$ cat src/rtl/monitor_pkg.sv
// monitor_pkg: shared widths, record type, serializer states and header packing
package monitor_pkg;
    localparam int TS_W   = 62;
    localparam int DATA_W = 64;
    typedef struct packed {
        logic              fa;
        logic              fb;
        logic [TS_W-1:0]   ts;
        logic [DATA_W-1:0] a;
        logic [DATA_W-1:0] b;
    } rec_t;
    typedef enum logic [1:0] {IDLE, HDR, WA, WB} state_t;
    function automatic logic [DATA_W-1:0] pack_hdr(input rec_t r);
        return {r.fa, r.fb, r.ts};
    endfunction
endpackage

$ cat src/rtl/sync_fifo.sv
// sync_fifo: first-word fall-through FIFO with occupancy count
//   clk/rst (sync, active-low), push/din write, pop read, dout = current head,
//   count = occupancy, full/empty derived from count. A push is refused when full
//   before the edge, even if a pop happens on that same edge.
module sync_fifo #(
    parameter int W     = 8,
    parameter int DEPTH = 8,
    localparam int AW   = $clog2(DEPTH),
    localparam int CW   = AW + 1
) (
    input  logic          clk,
    input  logic          rst,
    input  logic          push,
    input  logic [W-1:0]  din,
    input  logic          pop,
    output logic [W-1:0]  dout,
    output logic [CW-1:0] count,
    output logic          full,
    output logic          empty
);
    logic [W-1:0]  mem [DEPTH];
    logic [AW-1:0] wr_ptr, rd_ptr;
    logic          do_push, do_pop;
    always_comb begin
        full    = count == CW'(DEPTH);
        empty   = count == '0;
        do_push = push && !full;
        do_pop  = pop && !empty;
        dout    = mem[rd_ptr];
    end
    always_ff @(posedge clk)
        if (do_push) mem[wr_ptr] <= din;
    always_ff @(posedge clk) begin
        if (!rst) begin
            wr_ptr <= '0;
            rd_ptr <= '0;
            count  <= '0;
        end else begin
            wr_ptr <= wr_ptr + AW'(do_push);
            rd_ptr <= rd_ptr + AW'(do_pop);
            count  <= count + CW'(do_push) - CW'(do_pop);
        end
    end
endmodule

$ cat src/rtl/monitor_verdict_drain.sv
// monitor_verdict_drain: timestamps monitor activations, queues them, streams them as 64-bit words
//   en/outA/aktvOutA/outB/aktvOutB: monitor side; m_data/m_valid/m_ready/m_last: output stream;
//   drop_cnt: saturating count of records refused by a full queue; overflow: sticky drop flag.
module monitor_verdict_drain
    import monitor_pkg::*;
#(
    parameter int DEPTH  = 8,
    parameter int DROP_W = 16
) (
    input  logic              clk,
    input  logic              rst,
    input  logic              en,
    input  logic [DATA_W-1:0] outA,
    input  logic              aktvOutA,
    input  logic [DATA_W-1:0] outB,
    input  logic              aktvOutB,
    output logic [DATA_W-1:0] m_data,
    output logic              m_valid,
    input  logic              m_ready,
    output logic              m_last,
    output logic [DROP_W-1:0] drop_cnt,
    output logic              overflow
);
    localparam int CW = $clog2(DEPTH) + 1;
    logic [TS_W-1:0] ts;
    rec_t            head;
    logic [CW-1:0]   count;
    logic            full, empty, cap, xfer, pop, more;
    state_t          state, state_nx;
    assign cap  = en && (aktvOutA || aktvOutB);
    assign xfer = m_valid && m_ready;
    assign pop  = xfer && m_last;
    // a record landing on the same edge as the pop keeps the stream gapless
    assign more = count > CW'(1) || (cap && !full);
    sync_fifo #(.W($bits(rec_t)), .DEPTH(DEPTH)) u_fifo (
        .clk   (clk),
        .rst   (rst),
        .push  (cap),
        .din   ({aktvOutA, aktvOutB, ts, outA, outB}),
        .pop   (pop),
        .dout  (head),
        .count (count),
        .full  (full),
        .empty (empty)
    );
    always_ff @(posedge clk) begin
        if (!rst) begin
            ts       <= '0;
            drop_cnt <= '0;
            overflow <= 1'b0;
            state    <= IDLE;
        end else begin
            ts    <= ts + TS_W'(en);
            state <= state_nx;
            if (cap && full) begin
                drop_cnt <= drop_cnt + DROP_W'(drop_cnt != '1);
                overflow <= 1'b1;
            end
        end
    end
    always_comb begin
        state_nx = state;
        case (state)
            IDLE: state_nx = empty ? IDLE : HDR;
            HDR:  if (xfer) state_nx = head.fa ? WA : WB;
            WA:   if (xfer) state_nx = head.fb ? WB : (more ? HDR : IDLE);
            WB:   if (xfer) state_nx = more ? HDR : IDLE;
            default: state_nx = IDLE;
        endcase
    end
    always_comb begin
        m_valid = state != IDLE;
        m_data  = state == HDR ? pack_hdr(head) : state == WA ? head.a : state == WB ? head.b : '0;
        m_last  = state == WB || (state == WA && !head.fb);
    end
endmodule

$ cat config.mk
export PLATFORM = sky130hd
export DESIGN_NAME = monitor_verdict_drain
export DESIGN_NICKNAME = d
export VERILOG_FILES = /design/src/rtl/monitor_pkg.sv /design/src/rtl/sync_fifo.sv /design/src/rtl/monitor_verdict_drain.sv
export SDC_FILE = /design/constraint.sdc
export NUM_CORES = 1
export LEC_CHECK = 0
export ABC_AREA = 1
export ABC_CLOCK_PERIOD_IN_PS = 25300
export CORE_ASPECT_RATIO = 0.6
export CORE_MARGIN = 5
export CORE_UTILIZATION = 40
export CTS_BUF_LIST = sky130_fd_sc_hd__clkbuf_4 sky130_fd_sc_hd__clkbuf_8 sky130_fd_sc_hd__clkbuf_16
export CTS_CLUSTER_SIZE = 30
export DETAILED_ROUTE_END_ITERATION = 16
export PLACE_DENSITY = 0.62
export REMOVE_ABC_BUFFERS = 1
export SLEW_MARGIN = 0
export SYNTH_ARGS = -nofsm -noshare
export SYNTH_HDL_FRONTEND = slang
export SYNTH_SLANG_ARGS = --single-unit
$ cat constraint.sdc
create_clock -name clk -period 25.3 [get_ports clk]
set_input_delay 5.06 -clock clk [delete_from_list [all_inputs] [get_ports clk]]
set_output_delay 5.06 -clock clk [all_outputs]
set_load 0.01 [all_outputs]
==> impl_metrics.toml <==
[timing]
max_freq_mhz = 87.2
finalCritPeriodShare_pct = 45.4
slew_violations = 0
fin_crit_ns = 11.47
slew_headroom_pct = 17.0
clock_skew_ns = 0.0217
hold_viol_final = 0
rsz0062_at_grt = "false"
setup_viol = 0
worst_pin_slew_ns = 1.24
whs_ns = 0.485

[yosys]
syn-cell-area_sq_um = 64100
synth_top_family_by_area = "compound AO/OA/AOI/OAI gates"
synth_cell_types = 37
synth_xor_area_share_pct = 0.150
yosysWarnings = 0
avgSynthCellArea_sq_um = 13.1
synthSimpleGateAreaFrac_pct = 9.02
postSynthCellCount = 4874
synth_compound_area_share_pct = 12.7
synth-seq-cells = 1627
synth_fa_ha_area_share_pct = 0.324
ys_seq_area_share_pct = 74.8
muxShareOfSynthArea_pct = 0

[clock_network]
cts_inserted_buffers = 152
cts.sinks = 1627
clkTransAtPathRegs_ns = 0.07
cts-root-buf = "clkbuf_16"
ctsHoldBuffers = 0
h-tree-depth = 4
cts.repair.resized = 0
clkLatencyLatePin_ns = 0.78
postCtsSetupBuffers = 0
cts_tree = "done"
cts_max_path_buffers = 3

[global_route]
grt_pass1_wl_microns = 254000
grt_pass1_vias = 39400
grt_max_degree = 228
antenna_found_initial = 13
grt.overflow.total = 0
track_usage_pct = 19.5

[status]
outcome = "completed"

[die]
io_pins = 217
fp-row-count = 113
core_sq_um = 159000
start_util_pct = 40.4
die_h_microns = 320
die_area_sq_um = 169000
dieWidth_microns = 527

[setup_path]
critPathArrivalTime_ns = 6.41
r2r_cells = 15
crit_top_cell = "buf_4"
startpoint_type = "flip-flop"
reg2reg_slack_ns = 20.69
crit_type = "reg2out"
end_kind = "primary output"
worst-path-max-fanout = 220
crit_path_max_incr_delay_ns = 0.98
r2r_start = "u_fifo.rd_ptr[1]"
startpoint = "u_fifo.rd_ptr[0]"
worst_path_max_delay_cell = "buf_4"
cp_top_family = "buffers and inverters"
worst_ep_required_time_ns = 20.24
crit_chain = "inv_8, buf_4, buf_12, buf_4, o21ai_0, o221ai_1, o211ai_1, nand3_1, clkdlybuf4s50_1"
timing.critical_path.buf_inv = 5
timing.rr.end = "u_fifo.count[1]"

[place]
dpl.hpwl_microns = 87600
io_buffer_count = 216
place_congestion = 0.918

[hold_path]
hold_depth = 2
holdPathEnd = "overflow"
min-delay-path-class = "reg2reg"
hp-start = "overflow"

[power_and_ir_drop]
irDropWorstVdd_mv = 0.0670
leakage_uw = 0.0228
p_per_area_nw_per_um2 = 81.5

[finish]
multiInputGateArea_sq_um = 14300
layout.nets = 5125
layout_common_cells = "edfxtp_1, nor2_1, o21ai_0"
drive_gt1_share_pct = 6.76
final_common_cell = "edfxtp_1"
final_util_pct = 46.1
syn_to_final_growth_pct = 14.2
fillCellCount = 14000
ff_latch_area_sq_um = 48000

[drt]
wl_per_cell_microns = 23.3
detail-route-antenna-nets = 0
routed_wl_microns = 169000
vias = 40500
firstDrtPassIters = 5
drtIter0Drc = 4271
viasPerCell = 5.60
drc = 0

[flow_run]
drv_cap = 0
==> tightest hold or removal path: cells and delay by family, from the launching register on <==
family / cells / cell delay [ns]
DFF: 1 / 0.33
and+or+nand+nor: 2 / 0.12
==> worst max-delay path by stage <==
stage                     depth (start not counted)  slack [ns]         end
final                                             9       13.83  m_data[59]
after global routing                              9       13.36  m_data[17]
after CTS                                         9       13.80  m_data[59]
after detailed placement                          9       14.70  m_data[29]
after global placement                            9       14.82  m_data[16]
after floorplan                                   8      -12.77  m_data[62]
==> per-stage QoR <==
stage / instance area, sq um / power (uW) / setup WS [ns] / instances / TNS [ns]
final: 73200 / 5970 / 13.83 / 7234 / 0
after global routing: 73200 / 6190 / 13.36 / 7229 / 0
after CTS: 73200 / 6030 / 13.80 / 7228 / 0
after detailed placement: 68100 / 3730 / 14.70 / 6948 / 0
after global placement: 68100 / 3720 / 14.82 / 6948 / 0
after floorplan: 62700 / 3440 / -12.77 / 4549 / -905.51
==> sequential cells by signal (all words and copies together) (netlist names) <==
signal         count
u_fifo.mem      1536
u_fifo.rd_ptr      3
ts                62
overflow           1
u_fifo.count       4
state              2
u_fifo.wr_ptr      3
drop_cnt          16
==> power by group <==
group	switching [uW]	leakage [uW]	total [uW]	internal, uW
logic	391	0.00581	584	193
clock network	1010	0.00250	2310	1300
registers	26.2	0.0145	3070	3050
total	1430	0.0228	5970	4540
==> cell families (layout without fill, tap and decap cells) <==
group,Yosys count,count (layout)
simple gates,1420,1420
other cells,0,6
xor+xnor,11,11
compound gates,1338,1338
buf+inv,462,689
fa+ha+maj,16,16
flops,1627,1627
==> synthesized netlist by cell type, drive strengths merged <==
library cell,n,area share [%]
inv,136,0.80
nand4,33,0.32
dfxtp,91,2.8
o21a,4,0.047
or2,11,0.11
xnor2,8,0.11
edfxtp,1536,72
nor3b,1,0.012
o21ai,781,6.1
a21o,1,0.012
buf,120,0.98
o21bai,1,0.012
clkbuf,205,1.2
a21oi,63,0.49
ha,15,0.29
fa,1,0.031
nor3,36,0.28
and2,2,0.020
nand3b,2,0.023
o211ai,108,1.3
nand3,198,1.6
clkinv,1,0.0059
o22ai,108,1.1
o221ai,272,3.7
xor2,3,0.041
nor2,909,5.4
nand2,228,1.3
==> final cells by class <==
| cell class | instances | share of cell area [%] |
|---|---|---|
| clock buffers | 189 | 5.67 |
| well taps | 2127 | 3.64 |
| diodes | 6 | 0.0205 |
| repair buffers | 272 | 3.65 |
| inverters | 137 | 0.732 |
| multi-input cells | 2785 | 19.5 |
| flip-flops and latches | 1627 | 65.5 |
| clock inverters | 91 | 1.23 |
==> layer usage <==
layer,vias to the layer above,GRT usage [%],wire (microns)
met2,1407,29.1,74200
met4,14,4.15,2380
met1,20300,29.7,79500
met5,-,0,94
met3,203,4.05,12500
li1,18600,-,-
No activity file was read; power rests on OpenSTA's default activity.
==> variant (same flow settings) <==
The parameter `DROP_W` goes from 16 to 24.
--- a/src/rtl/monitor_verdict_drain.sv
+++ b/src/rtl/monitor_verdict_drain.sv
@@ -5,7 +5,7 @@
     import monitor_pkg::*;
 #(
     parameter int DEPTH  = 8,
-    parameter int DROP_W = 16
+    parameter int DROP_W = 24
 ) (
     input  logic              clk,
     input  logic              rst,
Interface: changed (resized drop_cnt); port bits go from 217 to 225. The function was not compared with the original's and may differ.
==> variant against the original RTL <==
Sequential share of layout area is 0.24 points lower; total power is 0.91% lower; non-clock buffer count is 7 higher; cell area is 0.70% higher; synthesized cell count is 1.7% higher; setup slack worse by 0.069 ns; sequential cell count is 8 higher; synthesized area is 0.69% higher; global-route usage is 0.075 points lower; final cell count is 1.5% higher; wire length hardly changed; die area is 0.67% higher; critical path type unchanged.
==> variant: results (changes against the original RTL) <==
Layout
  • Multi-input combinational area share: 19.7% (+0.22 points)
  • Post-layout util: 45.8% (-0.25 points)
  • NonClk Buf Share: 3.76% (+0.11 points)
  • Area occupied by multi-input gates: 14600 sq um (+1.8%)
  • Fillers: 14100 (+0.54%)
  • Clkbuf count: 204 (+7.9%)
  • Clk tree area frac: 6.81% (-0.096 points)
  • Largest registers: u_fifo.mem x1536, ts x62, drop_cnt x24
  • # diodes: 7 (+1)
  • Area occupied by registers: 48100 sq um (+0.33%)
  • Buffers excl. clock: 279 (+2.6%)
  • Layout cells sized above 1: 6.59% (-0.18 points)

Detailed routing
  • Vias: 41100 (+1.5%)
  • Routed vias/inst: 5.60 (about the same)
  • Initial drt markers: 4155 (-2.7%)
  • Met1 WL: 79200 um (-0.41%)
  • Met2 Wirelength: 74000 um (-0.30%)

Global routing
  • Initial antenna violation count: 18 (+5)
  • First-pass GRT wire length: 255000 um (+0.40%)
  • Largest net degree at the start of global routing: 189 (-17%)
  • Vias in the first global route: 40000 (+1.5%)
  • M1 GR Usage: 29.5% (-0.21 points)
  • GR Util met2: 28.8% (-0.31 points)
  • All-Layer GR Usage: 19.5% (-0.075 points)

Pwr
  • P_leak: 0.0228 uW (about the same)
  • Power per standard cell area: 80.2 nW/um^2 (-1.6%)
  • Clk network pwr share: 38.8% (about the same)
  • Comb pwr share: 9.0% (-0.8 points)
  • Sw frac: 23.4% (-0.49 points)

Placement
  • Buffers added on ports: 224 (+3.7%)
  • GP Congestion: 0.920 (+0.15%)
  • Placed Cells: 7054 (+1.5%)
  • Worst slack, placed: 14.58 ns (-0.123 ns)

Clock network
  • Clk slew on worst S/H paths: 0.06 ns
  • TritonCTS Buffers: 156 (+2.6%)

Timing
  • Headroom to the max-slew limit: 15.2% (-1.9 points)
  • Skew final: 0.0208 ns (-0.000914 ns)

Status
  • Status: complete, no violations

Setup path
  • Worst stage delay on the critical path: 0.89 ns (-0.09 ns)
  • RR Startpoint: u_fifo.count[2]
  • Crit Path Max Fanout: 100 (-55%)
  • Slowest-stage cell, CP: dfxtp_4

Logic synthesis
  • Post-synthesis register bit count: 1635 (+0.49%)
  • Commonest cells in the netlist: edfxtp_1 (1536), nor2_1 (924), o21ai_0 (667)
  • Dominant cells by area after synthesis: edfxtp_1 (71%), nor2_1 (5.4%), o21ai_0 (5.2%)
  • Sequential element share of the synthesized area: 74.6% (-0.26 points)
## variant: cell types whose count changed in the layout (fill, tap and decap cells not counted), moves of 13 or more
cell      unedited run  this run
clkbuf_4            31        45
nand2_1            228       267
nand3_1            197       219
nor2_1             892       914
o21ai_0            697       667
o21ai_1             84       122
o22ai_1            108        95
## variant: worst min-delay path, cell delays in order (launching register included)
cell and delay [ns]:
dfxtp_1 0.33, nor2_1 0.05, nor2_1 0.08
## variant: kinds of logic after synthesis
| family | after synthesis | synth area share, % |
|---|---|---|
| xor+xnor | 12 | 0.163 |
| simple gates | 1491 | 9.38 |
| flops | 1635 | 74.6 |
| fa+ha+maj | 15 | 0.303 |
| buf+inv | 464 | 3.00 |
| compound gates | 1338 | 12.6 |
## variant: worst paths after layout
kind              cells past startpoint                 end  slack [ns]
setup reg to reg                      8  u_fifo.mem[1][113]       20.40
setup / recovery                      9          m_data[61]       13.76
hold / removal                        2            overflow        0.49
hold reg to reg                       2            overflow        0.49
